## src/rtl/rf_wb_arbiter.sv

```systemverilog
// rf_wb_arbiter
//
// Arbitrates the single regfile write port between the in-order pipeline
// writeback stage and a multicycle unit (divider / load-miss return).
// Pipeline writes win by default. Multicycle writes wait in a 2-entry FIFO.
// A starvation counter forces the FIFO head through after STARVE_LIMIT
// consecutive lost arbitrations. Two decode-side query ports return bypass
// data for writes that are still pending (FIFO entries or the registered
// rf_w output).
//
// Write request layout (w_rf_t, 38 bits): {en[37], addr[36:32], wd[31:0]}
//
// Ports:
//   clk, reset         clock, synchronous active-high reset
//   p_w / p_ready      pipeline write request / accepted this cycle (comb)
//   m_w / m_ready      multicycle write request / FIFO not full (from state)
//   rf_w               registered write to the regfile
//   q_addr1/2          decode query addresses
//   q_hit1/2, q_data1/2  pending-write hit and its data (0 when no hit)
//   m_count            FIFO occupancy 0..2

module rf_wb_arbiter #(
  parameter int unsigned STARVE_LIMIT = 4
) (
  input  logic        clk,
  input  logic        reset,
  input  logic [37:0] p_w,
  output logic        p_ready,
  input  logic [37:0] m_w,
  output logic        m_ready,
  output logic [37:0] rf_w,
  input  logic [4:0]  q_addr1,
  input  logic [4:0]  q_addr2,
  output logic        q_hit1,
  output logic        q_hit2,
  output logic [31:0] q_data1,
  output logic [31:0] q_data2,
  output logic [1:0]  m_count
);

  localparam int          EN_BIT   = 37;
  localparam logic [3:0]  SC_LIMIT = 4'(STARVE_LIMIT);

  // request field views
  logic        p_en;
  logic [4:0]  p_addr;
  logic [31:0] p_wd;
  logic        m_en;
  logic [4:0]  m_addr;
  logic [31:0] m_wd;

  assign p_en   = p_w[EN_BIT];
  assign p_addr = p_w[36:32];
  assign p_wd   = p_w[31:0];
  assign m_en   = m_w[EN_BIT];
  assign m_addr = m_w[36:32];
  assign m_wd   = m_w[31:0];

  // FIFO storage and control
  logic [4:0]  fifo_addr_q [2];
  logic [4:0]  fifo_addr_d [2];
  logic [31:0] fifo_wd_q   [2];
  logic [31:0] fifo_wd_d   [2];
  logic        rd_ptr_q, rd_ptr_d;
  logic        wr_ptr_q, wr_ptr_d;
  logic [1:0]  count_q,  count_d;

  logic [3:0]  sc_q, sc_d;
  logic [37:0] rf_w_q, rf_w_d;

  // arbitration
  logic fifo_ne;
  logic force_m;
  logic grant_m;
  logic grant_p;
  logic push;
  logic pop;

  always_comb begin
    fifo_ne = (count_q != 2'd0);
    force_m = fifo_ne && (sc_q == SC_LIMIT);
    grant_m = force_m || (!p_en && fifo_ne);
    grant_p = !force_m && p_en;

    // m_ready comes from registered count only, so a pop does not free
    // the slot for the multicycle side until the following cycle.
    m_ready = (count_q != 2'd2);
    p_ready = !force_m;

    // Address-0 multicycle requests are accepted (m_ready high) but dropped.
    push = m_en && m_ready && (m_addr != 5'd0);
    pop  = grant_m;
  end

  always_comb begin
    fifo_addr_d = fifo_addr_q;
    fifo_wd_d   = fifo_wd_q;
    rd_ptr_d    = rd_ptr_q;
    wr_ptr_d    = wr_ptr_q;
    count_d     = count_q;

    if (push) begin
      fifo_addr_d[wr_ptr_q] = m_addr;
      fifo_wd_d[wr_ptr_q]   = m_wd;
      wr_ptr_d              = ~wr_ptr_q;
    end

    if (pop) begin
      rd_ptr_d = ~rd_ptr_q;
    end

    case ({push, pop})
      2'b10:   count_d = count_q + 2'd1;
      2'b01:   count_d = count_q - 2'd1;
      default: count_d = count_q;
    endcase
  end

  // Starvation counter: counts pipeline wins while the FIFO head waits.
  always_comb begin
    sc_d = sc_q;
    if (!fifo_ne || grant_m) begin
      sc_d = 4'd0;
    end else if (grant_p && (sc_q != SC_LIMIT)) begin
      sc_d = sc_q + 4'd1;
    end
  end

  // Output write register: addr/wd hold when nothing real is written, so
  // only en drops on idle cycles and on address-0 pipeline writes.
  always_comb begin
    rf_w_d         = rf_w_q;
    rf_w_d[EN_BIT] = 1'b0;
    if (grant_m) begin
      rf_w_d = {1'b1, fifo_addr_q[rd_ptr_q], fifo_wd_q[rd_ptr_q]};
    end else if (grant_p && (p_addr != 5'd0)) begin
      rf_w_d = {1'b1, p_addr, p_wd};
    end
  end

  always_ff @(posedge clk) begin
    if (reset) begin
      fifo_addr_q[0] <= '0;
      fifo_addr_q[1] <= '0;
      fifo_wd_q[0]   <= '0;
      fifo_wd_q[1]   <= '0;
      rd_ptr_q       <= 1'b0;
      wr_ptr_q       <= 1'b0;
      count_q        <= 2'd0;
      sc_q           <= 4'd0;
      rf_w_q         <= '0;
    end else begin
      fifo_addr_q <= fifo_addr_d;
      fifo_wd_q   <= fifo_wd_d;
      rd_ptr_q    <= rd_ptr_d;
      wr_ptr_q    <= wr_ptr_d;
      count_q     <= count_d;
      sc_q        <= sc_d;
      rf_w_q      <= rf_w_d;
    end
  end

  assign rf_w    = rf_w_q;
  assign m_count = count_q;

  // Bypass lookup. With two entries the younger one sits opposite the read
  // pointer; with one entry only the read-pointer slot is live.
  logic young_vld;
  logic old_vld;
  logic young_idx;

  assign young_vld = (count_q == 2'd2);
  assign old_vld   = (count_q != 2'd0);
  assign young_idx = ~rd_ptr_q;

  function automatic logic [32:0] lookup(input logic [4:0] a);
    logic [32:0] r;
    r = '0;
    if (a != 5'd0) begin
      if (young_vld && (fifo_addr_q[young_idx] == a)) begin
        r = {1'b1, fifo_wd_q[young_idx]};
      end else if (old_vld && (fifo_addr_q[rd_ptr_q] == a)) begin
        r = {1'b1, fifo_wd_q[rd_ptr_q]};
      end else if (rf_w_q[EN_BIT] && (rf_w_q[36:32] == a)) begin
        r = {1'b1, rf_w_q[31:0]};
      end
    end
    return r;
  endfunction

  always_comb begin
    {q_hit1, q_data1} = lookup(q_addr1);
    {q_hit2, q_data2} = lookup(q_addr2);
  end

  // Structural invariants of the FIFO control.
  a_count_range : assert property (@(posedge clk) disable iff (reset)
    count_q != 2'd3);
  a_no_push_full : assert property (@(posedge clk) disable iff (reset)
    !(push && (count_q == 2'd2)));
  a_no_pop_empty : assert property (@(posedge clk) disable iff (reset)
    !(pop && (count_q == 2'd0)));

endmodule

```

## config.mk

```make
export PLATFORM = sky130hd
export DESIGN_NAME = rf_wb_arbiter
export DESIGN_NICKNAME = d
export VERILOG_FILES = /design/src/rtl/rf_wb_arbiter.sv
export SDC_FILE = /design/constraint.sdc
export NUM_CORES = 1
export LEC_CHECK = 0
export ABC_AREA = 1
export CAP_MARGIN = 20
export CORE_ASPECT_RATIO = 1.75
export CORE_MARGIN = 4
export CORE_UTILIZATION = 25
export DETAILED_ROUTE_END_ITERATION = 16
export DONT_BUFFER_PORTS = 1
export PLACE_DENSITY = 0.35
export SKIP_LAST_GASP = 1
export SYNTH_ARGS = -nofsm -noshare
export SYNTH_HDL_FRONTEND = slang
export SYNTH_SLANG_ARGS = --single-unit
```

## constraint.sdc

```tcl
create_clock -name clk -period 2.8 [get_ports clk]
set_input_delay 0.42 -clock clk [delete_from_list [all_inputs] [get_ports clk]]
set_output_delay 0.42 -clock clk [all_outputs]
set_load 0.01 [all_outputs]
```

## Word-level counts from Yosys, hierarchy flattened

Index checks and enable logic that the tools add are counted.

- Logic and storage cells: 90
- Register bits after elaboration: 120
- Output and inout bits: 108

- Reduce and logical (&&, ||, !) cells: 27
- Add/sub/neg operators: 3
- Magnitude comparators: 4
- Eq/ne operators: 12
- Bitwise logic cells: 5
- Multiplexer cells: 29

Operators by type and width:

| kind | count |
|---|---|
| 2-to-1 mux 33 bit | 8 |
| 2-to-1 mux 32 bit | 7 |
| 2-to-1 mux 38 bit | 2 |
| bitwise mux 64 bit | 1 |
| 2-to-1 mux 5 bit | 7 |
| demux 32 bit (select 1 bit) | 1 |
| equality test 5 bit | 6 |
| nonzero test 5 bit | 4 |
| logical AND 1 bit | 14 |
| bitwise mux 10 bit | 1 |
| greater-or-equal comparator 2 bit, second input constant | 3 |
| inverter 1 -> 2 bit | 3 |
| nonzero test 2 bit | 3 |
| demux 5 bit (select 1 bit) | 1 |
| adder 4 x 1 -> 4 bit, second input constant | 1 |
| equality test 2 bit, second input constant | 2 |
| equality test 4 x 3 -> 1 bit, second input constant | 1 |
| != test 4 x 3 -> 1 bit, second input constant | 1 |
| one-hot mux 2 bit (2 select lines) | 1 |
| zero test 1 bit | 3 |
| adder 2 x 1 -> 2 bit, second input constant | 1 |
| equality test 2 x 1 -> 1 bit, second input constant | 1 |
| logical OR 1 bit | 2 |
| < comparator 2 x 1 -> 1 bit, second input constant | 1 |
| 4 further kinds | 5 |

## Depth between registers and ports, before layout

Gate-level depths: netlist of the first run.

- Depth in word-level cells: 9
- Mapped depth: 15
- Mapped depth without buffers: 12

## Least setup slack after synthesis of the first run

No wires, ideal clock.

- Path type: input port to flip-flop
- From: in p_w[37]
- To: reg count_q[1], in the netlist m_count[1]
- Path buffers: 2
- Slack: 0.735 ns
- Data required time: 2.730 ns
- Arrival: 1.995 ns
- Library setup time: 0.070 ns
- Stages: 11
- Cells stage by stage: clkbuf_1 -> o21ai_0 -> nand2_1 -> clkinv_1 -> buf_2 -> ha_1 -> inv_1 -> nand2_1 -> nor2_1 -> o21ai_0 -> a21oi_1

- Word-level cells in the longest chain between the ends: 5
- Elaborated cells between the ends (all ways): 7

Ends and longest elaborated chain:

| element | line | source |
|---|---|---|
| start: declaration | 27 | `input logic [37:0] p_w,` |
| zero test 1 bit * | 82 | `grant_m = force_m \|\| (!p_en && fifo_ne);` |
| logical AND 1 bit * | 82 |  |
| logical OR 1 bit * | 82 |  |
| via grant_m | 74 | `logic grant_m;` |
| equality test 2 x 1 -> 1 bit / equality test 2 bit (equally long branches) | 112 | `case ({push, pop})` |
| one-hot mux 2 bit (2 select lines) / nonzero test 2 bit (equally long branches) | - |  |
| end signal: assignment | 157 | `count_q <= count_d;` |
| end: declaration | 66 | `logic [1:0] count_q, count_d;` |

Mark *: on every way through the listed nets, which the timed path passes. The rest lies on a longest branch.
A chain may end at the register's enable or synchronous reset.

## Worst setup path in the final report of the first run

- From: reg rd_ptr_q
- To: out q_data2[25]

- Word-level cells in the longest chain between the ends: 9
- Elaborated cells between the ends (all ways): 22

Ends and longest elaborated chain:

| element | line | source |
|---|---|---|
| start: declaration | 64 | `logic rd_ptr_q, rd_ptr_d;` |
| start signal: assignment | 155 | `rd_ptr_q <= rd_ptr_d;` |
| inverter 1 -> 2 bit (implied by the code) / inverter 1 bit (equally long branches) | 182, 183, 174 |  |
| 2-to-1 mux 5 bit (implied by the code) / inverter 1 -> 2 bit (equally long branches) | 182, 180, 181 |  |
| 2-to-1 mux 5 bit (on tied branches) (2 in a row) | 182, 180 |  |
| equality test 5 bit / 2-to-1 mux 5 bit (equally long branches) | 182, 180 |  |
| logical AND 1 bit / equality test 5 bit (equally long branches) | 182, 180 |  |
| 2-to-1 mux 33 bit / logical AND 1 bit (equally long branches) | 182, 180 |  |
| 2-to-1 mux 33 bit * | 180 | `if (young_vld && (fifo_addr_q[young_idx] == a)) begin` |
| 2-to-1 mux 33 bit * | 179 | `if (a != 5'd0) begin` |
| end: declaration | 37 | `output logic [31:0] q_data2,` |

Mark *: on every way between the ends. The rest lies on a longest branch, timed or not. The select of a mux whose other input is x is not followed.

==> flow_summary_export.csv, run 1 <==
group,metric,value,unit
power_and_ir_drop,total_power,0.006648,W
timing,finalCritPeriodShare,96.82,%
synthesis,syn_area_per_cell,5.754,sq um
setup_path,start_kind,"flop",
clock_tree,clk_pin_slew,0.06,ns
finish,design_area,10450,sq um
power_and_ir_drop,swShare,38.85,%
synthesis,synth_compound_area_share,16.74,%
clock_tree,cts_tree,"done",
synthesis,ys_seq_elements,120,
timing,clock_skew,0.008552,ns
synthesis,synth-xor-area-share,0.3092,%
status,status,"finished clean",
clock_tree,cts_sinks,120,
floorplan,pin_count,196,
power_and_ir_drop,ir_drop,403.8,uV
floorplan,dieArea,37120,sq um
synthesis,syn-instance-count,1477,
setup_path,crit_buf_inv,4,
setup_path,cp_data_required_time,2.38,ns
clock_tree,insertion_delay,0.43,ns
power_and_ir_drop,intPower,0.004066,W
timing,hold_slack,0.06820,ns
setup_path,cp_slowest_cell,"dfxtp_4",
placement,io_buffers,0,
finish,nFillCells,3931,
grt,grt_first_pass_wirelength,61000,microns
timing,final_max_slew_viol_count,0,
timing,max_freq,368.9,MHz
grt,grt_antenna_before_repair,0,
setup_path,ff2ff_setup_slack,0.67,ns
synthesis,ys_types,30,
worst_hold_path,hp-class,"in2reg",
grt,grt_start_max_net_pins,129,
placement,placed_cell_area,9298,sq um
job,maxCapViolCount,0,
setup_path,cp_max_fo,6,
power_and_ir_drop,seqPwrFrac,32.0,%
grt,groute.usage.overall,22.26,%
detailed_routing,drt_iter0_markers,540,
clock_tree,clk_path_buf_depth,2,
placement,gp_congestion,0.8780,
timing,hold_viol,0,
synthesis,yosys.area_share.adder,0.4417,%
detailed_routing,wl_per_cell,22.33,microns
synthesis,postSynthNetCount,1568,
finish,layout_commonest_cell,"nand2_1",
setup_path,worstPathArrival,2.29,ns
synthesis,yosysTopAreaCell,"dfxtp_1",
floorplan,core_area,33630,sq um
clock_tree,ctsHoldBuffers,0,
detailed_routing,vias_per_cell,4.995,
power_and_ir_drop,power_frac_comb,34.4,%
clock_tree,clock-root-buffer,"clkbuf_16",
setup_path,cp-end-kind,"output port",
floorplan,rows,89,
detailed_routing,drc,0,
detailed_routing,vias,9735,
setup_path,crit_family,"simple AND/OR/NAND/NOR gates",
setup_path,worstSetupPathType,"reg2out",
synthesis,synth_top_area_share,28.27,%
finish,n_antenna_cell,0,
setup_path,crit_chain,"buf_6 -> nand2_2 -> nand2_2 -> inv_2 -> nand2_1 -> nand2_2 -> nor2_4 -> nand3_4 -> buf_12 -> nand3_2 -> nand2_2 -> nor2_4 -> buf_6",
synthesis,yosys.area_share.simple,39.40,%
clock_tree,numCtsBuffers,17,
timing,slew_headroom,50.26,%
setup_path,cpPeakStageDelay,0.42,ns
detailed_routing,drtAntennaViolNets,0,
floorplan,die_h,251.9,microns
grt,grt_pass1_vias,9512,
finish,drive_above_1_share,13.52,%
timing,rsz0062_at_grt,"yes",
floorplan,initial_utilization,25.27,%
timing,worstMarginPinSlew,0.7453,ns
power_and_ir_drop,clkPwrFrac,33.6,%
synthesis,muxShareOfSynthArea,0,%
synthesis,yosysSeqAreaShare,28.27,%
grt,grt_overflow,0,
power_and_ir_drop,p_leak,4.579,nW
finish,final_nets,1573,
finish,area_delta_synth_final,22.95,%
detailed_routing,drtPass1Iterations,5,
clock_tree,h-tree-depth,4,
timing,fin_crit,2.711,ns
finish,layout_common_cells,"348 x nand2_1, 198 x nor2_1, 169 x inv_1, 135 x o21ai_0, 115 x dfxtp_1",
synthesis,syn_area,8498,sq um
timing,setup-violations-final,0,
placement,place_hpwl,32650,microns
finish,final_util,31.07,%
setup_path,cpMostUsedCell,"nand2_2",
power_and_ir_drop,power_density,636.3,nW/um^2
synthesis,synth_area_leaders,"dfxtp_1 28%, nand2_1 16%, nor2_1 9.9%",
synthesis,synth_warnings,0,
synthesis,synth_top_family_by_area,"simple AND/OR/NAND/NOR gates",
detailed_routing,routed_wirelength,43520,microns
floorplan,die_w,147.4,microns
power_and_ir_drop,p_sw,0.002583,W
cells by family (layout without fill, tap and decap cells):
family                     Yosys count  after routing
DFF                                120            120
adders and majority gates            3              3
AOI/OAI and AO/OA                  273            273
buffers and inverters              297            314
and+or+nand+nor                    781            781
xor gates and xnor gates             3              3
power groups by stage:
| stage | logic (W) | registers [W] | clock network, W |
|---|---|---|---|
| 3_5_place_dp | 0.00209 | 0.00217 | 0 |
| 3_3_place_gp | 0.00209 | 0.00217 | 0 |
| 2_1_floorplan | 0.00125 | 0.00210 | 0 |
| 6_report | 0.00229 | 0.00213 | 0.00223 |
| 5_1_grt | 0.00248 | 0.00215 | 0.00237 |
| 4_1_cts | 0.00214 | 0.00213 | 0.00231 |
cell type report:
class / instances / area, sq um / share of cell area, %
well taps: 455 / 569.3 / 5.448
flip-flops and latches: 120 / 2411 / 23.07
clock buffers: 25 / 495.5 / 4.742
inverters: 185 / 699.4 / 6.694
repair buffers: 98 / 1140 / 10.91
clock inverters: 6 / 90.09 / 0.8622
multi-input cells: 1060 / 5044 / 48.27
synthesized netlist by cell type:
cell type	count
or2_1	1
o22ai_1	2
inv_2	5
buf_1	2
nor2_1	225
o21ai_2	2
xnor2_1	1
buf_4	9
nand2_1	357
buf_6	9
buf_2	36
ha_1	3
nand4_1	98
and2_4	1
o21ai_0	137
nor3_1	1
inv_1	179
o21ai_1	14
clkinv_1	1
nand3_2	3
nand2_2	3
nor2_2	2
nand3_1	87
a21oi_1	83
clkbuf_1	56
dfxtp_1	120
a31oi_1	34
xor2_1	2
a21oi_2	1
nor2_4	3
what timing repair did:
| item | in CTS | in global routing |
|---|---|---|
| setup endpoints to repair | 65 | 65 |
| pin swaps | 0 | 15 |
| cloned | 1 | 8 |
| resized for setup | 22 | 72 |
| buffers inserted | 1 | 7 |
registers in the layout, summed over array words and instances (netlist names):
| name | flops |
|---|---|
| m_count | 2 |
| rf_w | 38 |
| sc_q | 4 |
| fifo_wd_q | 64 |
| fifo_addr_q | 10 |
| wr_ptr_q | 1 |
| rd_ptr_q | 1 |
per-layer routing:
metal	GRT usage, %	share of wire, %	vias to the layer above
met5	0	0	-
met4	10.61	5.1	0
met3	4.367	4.1	96
met2	46.20	58	270
met1	19.90	33	4587
li1	-	-	4782
worst paths after layout:
check	startpoint	end	cells after the start
setup / recovery	rd_ptr_q	q_data2[25]	13
hold / removal	reset	rf_w[30]	1
hold reg to reg	fifo_wd_q[41]	fifo_wd_q[41]	2
setup reg to reg	sc_q[0]	rf_w[15]	9
through the flow:
step                      setup slack (ns)  TNS, ns  instances
after global placement              0.1631        0       1901
after CTS                         0.002147        0       1934
after floorplan                     0.7353        0       1477
final                              0.08909        0       1949
after global routing              -0.02649  -0.1703       1949
after detailed placement            0.1711        0       1901
Note: power is estimated with default switching activity, not from simulation.
==> run 2: changes to the inputs <==
- CELL_PAD_IN_SITES_DETAIL_PLACEMENT: not set -> 0
- CELL_PAD_IN_SITES_GLOBAL_PLACEMENT: not set -> 1
- CTS_CLUSTER_DIAMETER: not set -> 150
- PLACE_DENSITY: 0.35 -> 0.48
==> run 2 against run 1 <==
  * Fmax hardly changed
  * Clock-buffer cell count is 7 lower
  * Non-clock buffer count is 4 higher
  * Worst hold slack worse by 0.018 ns
  * Critical endpoint is now q_data2[22]
  * Critical path type unchanged
  * Combinational power hardly changed
  * Register-to-register slack better by 0.09 ns
  * Setup slack worse by 0.0014 ns
  * Sequential cell count stayed put
  * Global-route usage is 0.55 points higher
==> flow_summary_export.csv, run 2 (same netlist as run 1, synthesis figures left out) <==
group,metric,value,unit
clock_tree,numCtsBuffers,17,
timing,rsz0062_at_grt,"yes",
floorplan,initial_utilization,25.27,%
detailed_routing,drt_iter0_markers,557,
worst_hold_path,hp-class,"in2reg",
timing,worstMarginPinSlew,0.7506,ns
grt,grt_antenna_before_repair,0,
floorplan,rows,89,
setup_path,crit_family,"simple AND/OR/NAND/NOR gates",
setup_path,cp_max_fo,7,
setup_path,start_kind,"flop",
grt,grt_overflow,0,
finish,final_util,31.23,%
setup_path,crit_buf_inv,3,
detailed_routing,drtPass1Iterations,5,
placement,io_buffers,0,
job,maxCapViolCount,0,
detailed_routing,vias_per_cell,5.067,
timing,max_freq,368.7,MHz
finish,layout_common_cells,"350 x nand2_1, 205 x nor2_1, 170 x inv_1, 130 x o21ai_0, 117 x dfxtp_1",
grt,groute.usage.overall,22.81,%
clock_tree,clk_path_buf_depth,2,
finish,layout_commonest_cell,"nand2_1",
detailed_routing,drc,0,
finish,largest_register_ffs,64,
floorplan,die_h,251.9,microns
detailed_routing,vias,9901,
clock_tree,clk_pin_slew,0.06,ns
floorplan,die_w,147.4,microns
timing,tns,0,ns
clock_tree,clock-root-buffer,"clkbuf_16",
placement,post-place-ws,0.3648,ns
floorplan,dieArea,37120,sq um
setup_path,cpPeakStageDelay,0.42,ns
setup_path,cpMostUsedCell,"nand2_1",
placement,place_hpwl,32610,microns
power_and_ir_drop,power_density,649.5,nW/um^2
power_and_ir_drop,p_leak,4.641,nW
timing,final_max_slew_viol_count,0,
power_and_ir_drop,ir_drop,452.7,uV
finish,n_antenna_cell,0,
finish,final_nets,1577,
timing,setup-violations-final,0,
detailed_routing,wl_per_cell,22.99,microns
finish,area_delta_synth_final,23.59,%
clock_tree,insertion_delay,0.45,ns
setup_path,cp_slowest_cell,"dfxtp_4",
setup_path,worstSetupPathType,"reg2out",
floorplan,pin_count,196,
timing,fin_crit,2.712,ns
timing,clock_skew,0.007971,ns
clock_tree,h-tree-depth,4,
timing,hold_slack,0.04995,ns
setup_path,crit_chain,"clkbuf_16 -> nand2_1 -> nand3_1 -> nand2_1 -> nor2_2 -> nand3_4 -> buf_12 -> nand2_1 -> nand3_1 -> nand2_1 -> nor2_1 -> buf_4",
grt,grt_pass1_vias,9479,
timing,finalCritPeriodShare,96.87,%
floorplan,core_area,33630,sq um
placement,gp_congestion,0.8797,
detailed_routing,drtAntennaViolNets,0,
finish,nFillCells,3931,
grt,grt_start_max_net_pins,129,
finish,drive_above_1_share,13.01,%
detailed_routing,routed_wirelength,44930,microns
setup_path,cp_data_required_time,2.38,ns
setup_path,cp-end-kind,"output port",
status,status,"finished clean",
clock_tree,cts_sinks,120,
timing,slew_headroom,49.89,%
clock_tree,cts_tree,"done",
setup_path,worstPathArrival,2.29,ns
finish,regMostFlops,"fifo_wd_q",
timing,setup_ws,0.08770,ns
grt,grt_first_pass_wirelength,62070,microns
timing,hold_viol,0,
## run 2: layer usage
layer	up-vias	global-route usage (%)	wire, microns
met1	4670	20.68	14750
li1	4801	-	-
met5	-	0	0
met2	328	46.19	25290
met3	102	4.888	2255
met4	0	11.92	2640
## run 2: final cells by class
class / instances / area [sq um] / share of cell area, %
clock inverter: 14 / 200.2 / 1.906
sequential: 120 / 2409 / 22.93
timing repair buffer: 102 / 1211 / 11.53
multi-input combinational: 1060 / 4985 / 47.46
clock buffer: 18 / 429.2 / 4.086
tap: 455 / 569.3 / 5.421
inverter: 185 / 699.4 / 6.660
## run 2: path summary, 6_finish.rpt
check	startpoint	to	slack, ns	cells after the start
max reg2reg	sc_q[0]	rf_w[4]	0.76	10
max	rd_ptr_q	q_data2[22]	0.09	12
min	reset	rf_w[31]	0.05	1
min reg2reg	fifo_wd_q[40]	fifo_wd_q[40]	0.46	2
## run 2: what timing repair did
action                                  CTS  global route
resized for setup                        14            59
endpoints found under the setup margin   50            64
pin swaps                                 2             7
hold buffers                              0             0
buffers inserted                          1             7
gates cloned                              2            11
## run 2: stage by stage
stage,power (W),cell area [sq um],std cells
after floorplan,0.003348,8498,1477
after global placement,0.004259,9273,1901
after detailed placement,0.004263,9273,1901
after CTS,0.006753,10030,1936
after global routing,0.007156,10500,1954
final,0.006822,10500,1954
## run 2: power by group
group	total (W)	switching [W]	internal, W
Combinational	0.00228	0.00158	0.000702
Clock	0.00242	0.000924	0.00150
Sequential	0.00212	0.000191	0.00193
